==> config.mk <==
export PLATFORM = sky130hd
export DESIGN_NAME = muladd_stream_flat
export DESIGN_NICKNAME = d
export VERILOG_FILES = /design/src/rtl/muladd_stream_if.sv /design/src/rtl/muladd_stream.sv /design/src/flat_wrapper.sv
export SDC_FILE = /design/constraint.sdc
export NUM_CORES = 1
export LEC_CHECK = 0
export ABC_AREA = 1
export CAP_MARGIN = 20
export CORE_MARGIN = 5
export CORE_UTILIZATION = 60
export CTS_BUF_LIST = sky130_fd_sc_hd__clkbuf_8 sky130_fd_sc_hd__clkbuf_16
export CTS_CLUSTER_SIZE = 10
export DETAILED_ROUTE_END_ITERATION = 10
export PLACE_DENSITY = 0.79
export SYNTH_ARGS = -nofsm -noshare
export SYNTH_HDL_FRONTEND = slang
export SYNTH_SLANG_ARGS = --single-unit
==> constraint.sdc <==
create_clock -name CLK -period 9.75 [get_ports CLK]
set_clock_uncertainty 0.2 [all_clocks]
set_input_delay 1.4625 -clock CLK [delete_from_list [all_inputs] [get_ports CLK]]
set_output_delay 1.4625 -clock CLK [all_outputs]
set_load 0.01 [all_outputs]
==> src/rtl/muladd_stream_if.sv <==
// Operand/result stream bundle for muladd_stream: term side (A, B, C, modes,
// len, clr, valid/ready) and result side (Q, Q_ovf, valid/ready).
interface muladd_stream_if #(
  parameter int A_WIDTH   = 8,
  parameter int B_WIDTH   = 8,
  parameter int C_WIDTH   = 20,
  parameter int Q_WIDTH   = 24,
  parameter int LEN_WIDTH = 8
) ();
  logic                 clr;
  logic                 signExtension;
  logic                 SAT;
  logic [LEN_WIDTH-1:0] len;
  logic [A_WIDTH-1:0]   A;
  logic [B_WIDTH-1:0]   B;
  logic [C_WIDTH-1:0]   C;
  logic                 in_valid;
  logic                 in_ready;
  logic [Q_WIDTH-1:0]   Q;
  logic                 Q_ovf;
  logic                 out_valid;
  logic                 out_ready;

  modport master (
    output clr, signExtension, SAT, len, A, B, C, in_valid, out_ready,
    input  in_ready, Q, Q_ovf, out_valid
  );
  modport slave (
    input  clr, signExtension, SAT, len, A, B, C, in_valid, out_ready,
    output in_ready, Q, Q_ovf, out_valid
  );
endinterface

==> src/rtl/muladd_stream.sv <==
// Three-stage streaming dot-product MAC: S1 operand capture, S2 multiply,
// S3 accumulate (seeded from C on the first term) with optional saturation.
module muladd_stream #(
  parameter int A_WIDTH   = 8,
  parameter int B_WIDTH   = 8,
  parameter int C_WIDTH   = 20,
  parameter int Q_WIDTH   = 24,
  parameter int LEN_WIDTH = 8
) (
  input logic           CLK,
  input logic           RESETn,
  muladd_stream_if.slave bus
);
  localparam int P_WIDTH = A_WIDTH + B_WIDTH;
  localparam int S_WIDTH = Q_WIDTH + 1;

  typedef struct packed {
    logic [A_WIDTH-1:0] a;
    logic [B_WIDTH-1:0] b;
    logic [C_WIDTH-1:0] c;
    logic first, last, sgn, sat;
  } s1_t;

  typedef struct packed {
    logic [P_WIDTH-1:0] m;
    logic [C_WIDTH-1:0] c;
    logic first, last, sgn, sat;
  } s2_t;

  s1_t s1;
  s2_t s2;
  logic [1:0] vld_pipe;

  logic [LEN_WIDTH-1:0] cnt, len_h, len_eff;
  logic sgn_h, sat_h, sgn_cur, sat_cur;
  logic stall, accept, is_first, is_last;

  logic [Q_WIDTH-1:0] acc, q_r;
  logic ovf_acc, qovf_r, out_valid_r;

  assign stall        = out_valid_r & ~bus.out_ready;
  assign bus.in_ready = ~stall;
  assign bus.Q        = q_r;
  assign bus.Q_ovf    = qovf_r;
  assign bus.out_valid = out_valid_r;

  assign accept   = bus.in_valid & ~stall & ~bus.clr;
  assign is_first = (cnt == '0);
  // Modes and length come live from the bus on the first term, from the held copy afterwards.
  assign len_eff  = is_first ? ((bus.len == '0) ? LEN_WIDTH'(1) : bus.len) : len_h;
  assign sgn_cur  = is_first ? bus.signExtension : sgn_h;
  assign sat_cur  = is_first ? bus.SAT : sat_h;
  assign is_last  = (cnt == len_eff - 1'b1);

  always_ff @(posedge CLK or negedge RESETn) begin
    if (!RESETn) begin
      cnt   <= '0;
      len_h <= '0;
      sgn_h <= 1'b0;
      sat_h <= 1'b0;
    end else if (bus.clr) begin
      cnt <= '0;
    end else if (accept) begin
      cnt <= is_last ? '0 : cnt + 1'b1;
      if (is_first) begin
        len_h <= len_eff;
        sgn_h <= sgn_cur;
        sat_h <= sat_cur;
      end
    end
  end

  // Low P_WIDTH bits of the product of sign-extended operands equal the signed product.
  logic [P_WIDTH-1:0] prod_s, prod_u;
  assign prod_s = P_WIDTH'($signed(s1.a)) * P_WIDTH'($signed(s1.b));
  assign prod_u = P_WIDTH'(s1.a) * P_WIDTH'(s1.b);

  always_ff @(posedge CLK or negedge RESETn) begin
    if (!RESETn) begin
      vld_pipe <= '0;
      s1       <= '0;
      s2       <= '0;
    end else if (bus.clr) begin
      vld_pipe <= '0;
    end else if (!stall) begin
      vld_pipe <= {vld_pipe[0], accept};
      s1 <= '{bus.A, bus.B, bus.C, is_first, is_last, sgn_cur, sat_cur};
      s2 <= '{(s1.sgn ? prod_s : prod_u), s1.c, s1.first, s1.last, s1.sgn, s1.sat};
    end
  end

  logic [S_WIDTH-1:0] m_ext, c_ext, a_ext, sum;
  logic [Q_WIDTH-1:0] clamp, result;
  logic ovf, ovf_new, land_last;

  always_comb begin
    m_ext = s2.sgn ? {{(S_WIDTH-P_WIDTH){s2.m[P_WIDTH-1]}}, s2.m}
                   : {{(S_WIDTH-P_WIDTH){1'b0}}, s2.m};
    c_ext = s2.sgn ? {{(S_WIDTH-C_WIDTH){s2.c[C_WIDTH-1]}}, s2.c}
                   : {{(S_WIDTH-C_WIDTH){1'b0}}, s2.c};
    a_ext = {s2.sgn & acc[Q_WIDTH-1], acc};
    sum   = (s2.first ? c_ext : a_ext) + m_ext;
    // Signed: the extra bit disagrees with the Q-width sign bit. Unsigned: carry out.
    ovf   = s2.sgn ? (sum[Q_WIDTH] ^ sum[Q_WIDTH-1]) : sum[Q_WIDTH];
    if (!s2.sgn)         clamp = '1;
    else if (sum[Q_WIDTH]) clamp = {1'b1, {(Q_WIDTH-1){1'b0}}};
    else                 clamp = {1'b0, {(Q_WIDTH-1){1'b1}}};
    result  = (s2.sat & ovf) ? clamp : sum[Q_WIDTH-1:0];
    ovf_new = (~s2.first & ovf_acc) | ovf;
  end

  assign land_last = vld_pipe[1] & s2.last & ~bus.clr;

  always_ff @(posedge CLK or negedge RESETn) begin
    if (!RESETn) begin
      acc     <= '0;
      ovf_acc <= 1'b0;
    end else if (bus.clr) begin
      acc     <= '0;
      ovf_acc <= 1'b0;
    end else if (!stall && vld_pipe[1]) begin
      acc     <= result;
      ovf_acc <= ovf_new;
    end
  end

  // Not stalled means the held result (if any) is being taken this edge.
  always_ff @(posedge CLK or negedge RESETn) begin
    if (!RESETn) begin
      out_valid_r <= 1'b0;
      q_r         <= '0;
      qovf_r      <= 1'b0;
    end else if (!stall) begin
      out_valid_r <= land_last;
      if (land_last) begin
        q_r    <= result;
        qovf_r <= ovf_new;
      end
    end
  end
endmodule

==> src/flat_wrapper.sv <==
// flat-port wrapper written by rule: the top's interface ports become plain ports
module muladd_stream_flat 
#(
  parameter int A_WIDTH   = 8,
  parameter int B_WIDTH   = 8,
  parameter int C_WIDTH   = 20,
  parameter int Q_WIDTH   = 24,
  parameter int LEN_WIDTH = 8
)
  (CLK, RESETn, bus_clr, bus_signExtension, bus_SAT, bus_len, bus_A, bus_B, bus_C, bus_in_valid, bus_out_ready, bus_in_ready, bus_Q, bus_Q_ovf, bus_out_valid);
  muladd_stream_if #(.A_WIDTH(A_WIDTH), .B_WIDTH(B_WIDTH), .C_WIDTH(C_WIDTH), .Q_WIDTH(Q_WIDTH), .LEN_WIDTH(LEN_WIDTH)) bus_i ();
  input logic CLK;
  input logic RESETn;
  input wire logic [$bits(bus_i.clr)-1:0] bus_clr;
  input wire logic [$bits(bus_i.signExtension)-1:0] bus_signExtension;
  input wire logic [$bits(bus_i.SAT)-1:0] bus_SAT;
  input wire logic [$bits(bus_i.len)-1:0] bus_len;
  input wire logic [$bits(bus_i.A)-1:0] bus_A;
  input wire logic [$bits(bus_i.B)-1:0] bus_B;
  input wire logic [$bits(bus_i.C)-1:0] bus_C;
  input wire logic [$bits(bus_i.in_valid)-1:0] bus_in_valid;
  input wire logic [$bits(bus_i.out_ready)-1:0] bus_out_ready;
  output wire logic [$bits(bus_i.in_ready)-1:0] bus_in_ready;
  output wire logic [$bits(bus_i.Q)-1:0] bus_Q;
  output wire logic [$bits(bus_i.Q_ovf)-1:0] bus_Q_ovf;
  output wire logic [$bits(bus_i.out_valid)-1:0] bus_out_valid;
  assign bus_i.clr = bus_clr;
  assign bus_i.signExtension = bus_signExtension;
  assign bus_i.SAT = bus_SAT;
  assign bus_i.len = bus_len;
  assign bus_i.A = bus_A;
  assign bus_i.B = bus_B;
  assign bus_i.C = bus_C;
  assign bus_i.in_valid = bus_in_valid;
  assign bus_i.out_ready = bus_out_ready;
  assign bus_in_ready = bus_i.in_ready;
  assign bus_Q = bus_i.Q;
  assign bus_Q_ovf = bus_i.Q_ovf;
  assign bus_out_valid = bus_i.out_valid;
  muladd_stream #(.A_WIDTH(A_WIDTH), .B_WIDTH(B_WIDTH), .C_WIDTH(C_WIDTH), .Q_WIDTH(Q_WIDTH), .LEN_WIDTH(LEN_WIDTH)) u_core (.CLK(CLK), .RESETn(RESETn), .bus(bus_i));
endmodule
; After elaboration in Yosys (flattened, before gate mapping)
; Index checks and enable logic that the tools add are counted.
[classes]
n_bitwise = 14
n_addsub = 3
n_eq_ne = 2
reduce_logical = 9
muxes = 21
mul = 2
[ops]
columns = op, count
row1 = $mux 24, 5
row2 = $mux 25, 3
row3 = $mux 8, 5
row4 = $mul 8x8->16, 2
row5 = $add 25x25->25, 1
row6 = $logic_not 8->1, 2
row7 = $mux 16, 1
row8 = $add 8x1->8 const B, 1
row9 = $and 1x1->1, 8
row10 = $eq 8x8->1, 1
row11 = $sub 8x1->8 const B, 1
row12 = $mux 1, 5
row13 = $mux 2, 2
row14 = $not 1->1, 4
row15 = $reduce_and 2->1, 2
row16 = $reduce_bool 2->1, 2
row17 = $reduce_and 3->1, 1
row18 = $ne 2x2->1 const B, 1
row19 = $logic_and 1x1->1, 1
row20 = $logic_not 1->1, 1
row21 = $or 1x1->1, 1
row22 = $xor 1x1->1, 1
[word_totals]
regBits = 151
wordCells = 74
in_bits = 51
output_inout_bits = 27

; Longest topological paths before layout
; Gate-level depths: netlist of run 1.
[depth]
depth_word = 9
ltp_mapped = 24
depth_no_buf = 23

; Worst setup path after synthesis of run 1
; No wires, ideal clock.
[synth_timing]
path_kind = register to register
from = register u_core.s1[31] in the netlist's numbering
to = register u_core.s2[36] in the netlist's numbering
arrival_time_ns = 4.647
setup_time_ns = 0.117
period_less_slack_ns = 4.964
stages_incl_launch_ff = 22
setup_slack_ns = 4.786
required_time_ns = 9.433
n_path_buf = 1
cell_sequence = dfrtp_1 > clkbuf_1 > clkinv_1 > or2_2 > fa_1 > fa_1 > inv_1 > fa_1 > inv_1 > fa_1 > inv_1 > ha_1 > a21oi_1 > o21ai_0 > a21oi_1 > nor2_1 > o21ai_0 > nand3_1 > nand3_1 > nand2_1 > nand2_1 > nand2_1
[synth_between]
elab_chain_cells = 2
elab_cells_between_ends = 3
cone_classes = mul (2) / mux (1)
[synth_rtl]
columns = element, line_no
row1 = from (decl), muladd_stream.sv:30  ; s1_t s1;
row2 = from (signal assigned), muladd_stream.sv:87  ; s1 <= '{bus.A, bus.B, bus.C, is_first, is_last, sgn_cur, sat_cur};
row3 = $mul 8x8->16 (on tied branches), "muladd_stream.sv:76, muladd_stream.sv:75"
row4 = $mux 16 *, muladd_stream.sv:88  ; s2 <= '{(s1.sgn ? prod_s : prod_u), s1.c, s1.first, s1.last, s1.sgn, s1.sat};
row5 = to (signal assigned), muladd_stream.sv:88
row6 = to (decl), muladd_stream.sv:31  ; s2_t s2;
; Every way passes the cells marked *; elsewhere a longest branch is shown, timed or not.
; A chain may end at the register's enable or synchronous reset.

; Worst setup path in the final report of run 1
; Same ends and word-level chain as after synthesis.

==> metrics, run 1 <==
distinct cell type count after synthesis 45; DRC viols 0; met3 wire length 1.791 mm; initial cell density of the core 60.84%; Num CTS Buffers 17; maximum number of pins on one net before global-route repair 78; htree depth 4; CP most frequent cell nand2_1; Slowest-stage cell, CP fa_1; status finished clean; Synth Warn # 0; CP cell instances clkinv_1, or2_2, fa_1, fa_1, inv_1, fa_1, inv_1, fa_1, inv_1, ha_1, a21oi_1, o21ai_0, a21oi_1, nor2_1, o21ai_0, nand2_1, nand2_1, nand3_1, nand2_1, nand2_1, nand2_1; Post-synth ARST share 100.0%; compound-gate portion of the synthesized area 7.233%; Peak VDD IR 0.1274 mV; routed metal-1 wire length 14.00 mm; worst r2r path cells 21; fin area 14,300 µm²; worst stage delay on the critical path 0.54 ns; Post-DP HPWL 24.48 mm; Worst R2R Setup Slack 4.45 ns; sw frac 45.38%; vias in the first global route 10.68k; worst slew pin tran 1.136 ns; crit share post-route 54.41%; final WL 31.54 mm; clock latency on the worst-skew pair 0.43 ns; cell count after synthesis 1,734; Final setup viols 0; clk sinks 151; Post-Place Worst Slack 4.493 ns; nets@finish 1,998; WP buf/inv 4; Post-CTS Hold Buffers 0; Total GRT Usage 26.85%; routed len/inst 15.28 µm; Simple-Gate Fraction of Synth Area 27.57%; Reg area 3779 µm²; post-synthesis xor/xnor area fraction 2.473%; Hold Crit Class reg2reg; max_slew headroom 24.18%; number of synthesized flops with an enable pin 0; post-CTS setup buffer count 0; Hold Vio Cnt, Final 0; initial antenna violation count 0; max layer used met4; grt ovf 0; first-pass GRT wire length 52.61 mm; Crit Path Max Fanout 10; maxcap violations 0; cell family with most CP delay adder cells; Syn Nets 1,956; combinational power share 53.2%; critical path launch point u_core.s1[31]; post-layout minimum cycle time 5.305 ns; internal power 1767 µW; r2r endpoint u_core.s2[36]; Clock transition at path regs 0.07 ns; WP data arrival 5.47 ns; Core ar. 20,960 µm²; CP Launch Type flip-flop; synthesized area 12,750 µm²; CTS tree yes; via count 10.91k; I/O pins 78; FMAX 0.1885 GHz; sequential area share after synthesis 29.64%; die area 24,260 µm²; Crit path required time 9.91 ns; height of the die 155.8 µm; post-synthesis mux area share 0%; multi-input logic area 7545 µm²; CTS root buffer clkbuf_16; Crit Path Class reg2reg; DRT iter0 DRCs 666; DR pass1 iterations 7; Final Max Slew Viols 0; Critical Path End Type flip-flop; pwr dens 226.3 nW/µm²; Die X 155.8 µm; commonest non-fill, non-tap cell in the layout nand2_1; Seq cells post-synth 151; sw power 1468 µW; setup total negative slack 0 ns; antenna cell count 0; final worst slack 4.445 ns; Std-Cell Rows 53; Fillers 1,804; worst flop-to-flop path startpoint u_core.s1[31]; end of the critical path u_core.s2[36]; Cell Area, Placed 13,660 µm²; Static Leak 0.008071 µW; WHS 0.2777 ns; Post-Syn Area per Cell 7.352 µm²; Area Growth Syn to Fin 12.13%; IO Port Bufs 77; Clock Power Share 22.0%; area share of fa/ha/maj cells after synthesis 21.85%; commonest cells after routing, fill and taps aside nand2_1, inv_1, dfrtp_1; fraction of layout cells with a size suffix above 1 5.590%; unrepaired setup endpoints after global routing no; routed wl met2 14.83 mm; PostCTS Resize Cnt 0; GP Congestion 0.9956; largest family of logic cells by synthesized area simple AND/OR/NAND/NOR gates; Antenna Violating Nets Remaining 0; CP Depth 21; clock buffer depth 2; ys flop type dfrtp_1; Reg power frac 24.8%; hold depth 2; via/cell ratio 5.287
## metrics by stage
stage	cells	power, µW	util [%]
CTS	2064	3237	68.22
global placement	2031	2488	65.06
floorplan	1734	2071	-
global route	2064	3527	68.22
detailed placement	2032	2508	65.19
finish	2064	3235	68.22
## Yosys cell counts (all sizes together), types with 2 or more instances
library cell	count	area, µm²
fa	86	1722
clkinv	2	7.510
a21oi	53	265.3
nor2	82	346.6
o21a	3	22.52
xor2	17	148.9
buf	13	91.33
o21bai	6	45.04
nand2	621	2416
clkbuf	45	170.2
or2	4	25.02
o211ai	2	15.01
a31oi	10	62.56
inv	310	1164
ha	85	1064
nor3	8	40.04
dfrtp	151	3779
and2	2	12.51
xnor2	19	166.4
nand3	107	585.6
o21ai	89	464.2
nand4	11	75.07
## cells by family (layout without fill, tap and decap cells)
kind of cell	after synthesis	in the layout
AND/OR/NAND/NOR	837	837
buffers and inverters	370	425
adder cells (fa/ha/maj)	171	171
AO/OA/AOI/OAI	169	169
flip-flops	151	151
XOR/XNOR	36	36
## registers in the layout, indices dropped and copies added (netlist names)
signal	cells
u_core.bus.Q_ovf	1
u_core.cnt	8
u_core.acc	24
u_core.s1	40
u_core.len_h	8
u_core.sat_h	1
u_core.s2	40
u_core.sgn_h	1
u_core.ovf_acc	1
u_core.bus.out_valid	1
u_core.bus.Q	24
u_core.vld_pipe	2
## cell type report
type,instances,share of cell area (%)
clock buffers,17,2.976
clock inverters,15,1.462
inverters,312,8.193
multi-input cells,1213,52.78
flip-flops and latches,151,26.43
well taps,275,2.407
repair buffers,81,5.751
## power by group through the flow
stage / Sequential, µW / Combinational [µW] / Clock (µW)
floorplan: 774 / 1300 / 0
global placement: 808 / 1680 / 0
detailed placement: 811 / 1700 / 0
global route: 815 / 1970 / 747
finish: 803 / 1720 / 713
CTS: 801 / 1720 / 721
## metal layers
layer / global-route usage [%] / up-vias
li1: - / 5402
met1: 36.82 / 5128
met2: 44.23 / 328
met3: 4.050 / 54
met4: 8.795 / 0
met5: 0 / -
## worst min path at each step
stage | from | end | slack [ns]
final | u_core.s1[21] | u_core.s1[21] | 0.28
after global placement | u_core.s1[18] | u_core.s1[18] | 0.25
after floorplan | u_core.s1[16] | u_core.s1[16] | 0.24
after global routing | u_core.ovf_acc | u_core.ovf_acc | 0.30
after detailed placement | u_core.s1[18] | u_core.s1[18] | 0.26
after CTS | u_core.s1[18] | u_core.s1[18] | 0.28
## tightest hold or removal path, cell delays in order, from the launching register on
cell     delay (ns)
dfrtp_1        0.34
nand2_1        0.06
nand2_1        0.05
(Power assumes the default switching activity.)
==> inputs of run 2 (changes only) <==
- CORE_UTILIZATION: 60 -> 55
- PLACE_DENSITY: 0.79 -> 0.77
- clock period: 9.75 -> 4.4 ns (I/O delays scaled with it)
==> run 2 against run 1 <==
Net effect:
- total power rose to 2.8 times the previous value
- count of clock-buffer cells in the layout did not move
- via count rose by 5.4%
- first-iteration DRC count grew 31%
- global-route usage decreased by 0.25 points
- combinational power grew to 3.3 times the previous value
- utilization up 1.3 points
- the run now ends with negative setup slack left
- die area grew 8.5%
- register-to-register slack worse by 4.6 ns
- critical path type unchanged
- cell area rose by 11%
- largest cell class unchanged
- routed wire length increased by 9.5%
- highest routed layer unchanged
==> metrics, run 2 (synthesis gave the netlist of run 1 again) <==
Final setup viols 6 (was 0); worst flop-to-flop path startpoint u_core.s1[28] (was u_core.s1[31]); grt ovf 0 (unchanged); violated checks negative setup slack; WP data arrival 4.66 ns (was 5.47 ns); CTS tree yes (unchanged); post-layout minimum cycle time 4.516 ns (was 5.305 ns); maximum number of pins on one net before global-route repair 103 (was 78); die area 26,320 µm² (was 24,260 µm²); I/O pins 78 (unchanged); worst slew pin tran 0.9720 ns (was 1.136 ns); clk sinks 151 (unchanged); initial antenna violation count 0 (unchanged); commonest non-fill, non-tap cell in the layout nand2_1 (unchanged); maxcap violations 0 (unchanged); Antenna Violating Nets Remaining 0 (unchanged); crit share post-route 102.6% (was 54.41%); Total GRT Usage 26.60% (was 26.85%); Final Max Slew Viols 0 (unchanged); Peak VDD IR 0.5182 mV (was 0.1274 mV); Post-DP HPWL 25.69 mm (was 24.48 mm); Crit path required time 4.55 ns (was 9.91 ns); Worst R2R Setup Slack -0.12 ns (was 4.45 ns); CP Launch Type flip-flop (unchanged); DRT iter0 DRCs 871 (was 666); Core ar. 22,710 µm² (was 20,960 µm²); WHS 0.1528 ns (was 0.2777 ns); Die X 162.2 µm (was 155.8 µm); Regs by FF count u_core.s1 x40, u_core.s2 x40 (unchanged); fraction of layout cells with a size suffix above 1 18.03% (was 5.590%); r2r endpoint u_core.s2[39] (was u_core.s2[36]); commonest cells after routing, fill and taps aside nand2_1, inv_1, dfrtp_1 (unchanged); Crit Path Max Fanout 4 (was 10); routed len/inst 15.75 µm (was 15.28 µm); Hold Crit Class in2async (was reg2reg); via/cell ratio 5.244 (was 5.287); initial cell density of the core 56.14% (was 60.84%); Std-Cell Rows 55 (was 53); Crit Path Class reg2reg (unchanged); Post-CTS Hold Buffers 0 (unchanged); clock buffer depth 2 (unchanged); htree depth 4 (unchanged); Fillers 1,815 (was 1,804); clock latency on the worst-skew pair 0.43 ns (about the same); Pwr Total 9001 µW (was 3235 µW); nets@finish 2,117 (was 1,998); IO Port Bufs 77 (unchanged); status finished, violations left (was finished clean); antenna cell count 0 (unchanged); Area Growth Syn to Fin 23.91% (was 12.13%); final WL 34.53 mm (was 31.54 mm); max_slew headroom 35.20% (was 24.18%); Static Leak 0.008713 µW (was 0.008071 µW); Num CTS Buffers 17 (unchanged); unrepaired setup endpoints after global routing yes (was no); DRC viols 0 (unchanged); via count 11.50k (was 10.91k); Clock transition at path regs 0.06 ns (was 0.07 ns); Hold Vio Cnt, Final 0 (unchanged); Critical Path End Type flip-flop (unchanged); pwr dens 569.8 nW/µm² (was 226.3 nW/µm²); vias in the first global route 11.62k (was 10.68k); GP Congestion 0.9781 (was 0.9956); DR pass1 iterations 5 (was 7); CTS root buffer clkbuf_16 (unchanged); final worst slack -0.1164 ns (was 4.445 ns); first-pass GRT wire length 57.12 mm (was 52.61 mm); worst r2r path cells 19 (was 21); height of the die 162.2 µm (was 155.8 µm); FMAX 0.2214 GHz (was 0.1885 GHz)
[run 2: cell count changes in the layout (fill, tap and decap cells not counted), sizes merged]
cell      change
inv           -4
buf         +119
bufinv        +1
clkinv        +2
clkinvlp      +1
[run 2: power by group]
part           switching (µW)  internal, µW  leakage (µW)
clock                     622           954      0.000307
sequential                173          1600       0.00193
combinational            3200          2460       0.00648
total                    3990          5010       0.00871
[run 2: repair_timing]
item | 4_1_cts | 5_1_grt
endpoints found under the setup margin | 8 | 8
setup buffers | 15 | 11
pin swaps | 70 | 59
gates resized for setup | 104 | 56
[run 2: worst max-delay path by stage]
stage / slack [ns] / from / cells past startpoint / endpoint
floorplan: -0.02 / u_core.s1[39] / 22 / u_core.s2[36]
global placement: -0.16 / u_core.s1[35] / 20 / u_core.s2[37]
detailed placement: -0.24 / u_core.s1[31] / 20 / u_core.s2[36]
CTS: -0.01 / u_core.s1[30] / 20 / u_core.s2[39]
global route: -0.30 / u_core.s1[39] / 21 / u_core.s2[39]
finish: -0.12 / u_core.s1[28] / 19 / u_core.s2[39]
[run 2: critical path, cell delays in order, from the launching register on]
cell and delay [ns]:
dfrtp_2 0.43, buf_4 0.16, nand2_1 0.05, inv_1 0.05, fa_1 0.47, inv_1 0.08, fa_1 0.49, inv_1 0.06
fa_1 0.54, inv_1 0.06, fa_1 0.49, inv_2 0.05, ha_4 0.31, nand2_4 0.09, o21a_1 0.22, o211ai_1 0.25
nor2_1 0.09, nand3_1 0.10, nand3_1 0.10, a21oi_1 0.16
[run 2: through the flow]
stage / instances / instance area (µm²) / setup slack, ns / util, % / TNS [ns]
finish: 2193 / 15800 / -0.1164 / 69.56 / -0.3484
global route: 2193 / 15800 / -0.2970 / 69.56 / -1.624
CTS: 2182 / 15550 / -0.01279 / 68.46 / -0.02126
detailed placement: 2136 / 14430 / -0.2412 / 63.54 / -1.379
global placement: 2136 / 14430 / -0.1604 / 63.54 / -0.6776
floorplan: 1734 / 12820 / -0.01870 / - / -0.01870
[run 2: layout make-up]
cell class | instances | area (µm²) | share of cell area, %
Multi-Input combinational cell | 1213 | 8043 | 50.91
Timing Repair Buffer | 200 | 1789 | 11.33
Clock inverter | 15 | 203.9 | 1.291
Tap cell | 285 | 356.6 | 2.257
Inverter | 312 | 1184 | 7.493
Clock buffer | 17 | 425.4 | 2.693
Sequential cell | 151 | 3795 | 24.02
[run 2: layer usage]
layer | wire, µm | vias to the layer above | GRT usage [%]
met5 | 0 | - | 0
met2 | 17000 | 298 | 45.07
met1 | 15420 | 5517 | 36.46
li1 | - | 5633 | -
met3 | 1379 | 52 | 3.146
met4 | 731 | 0 | 7.190
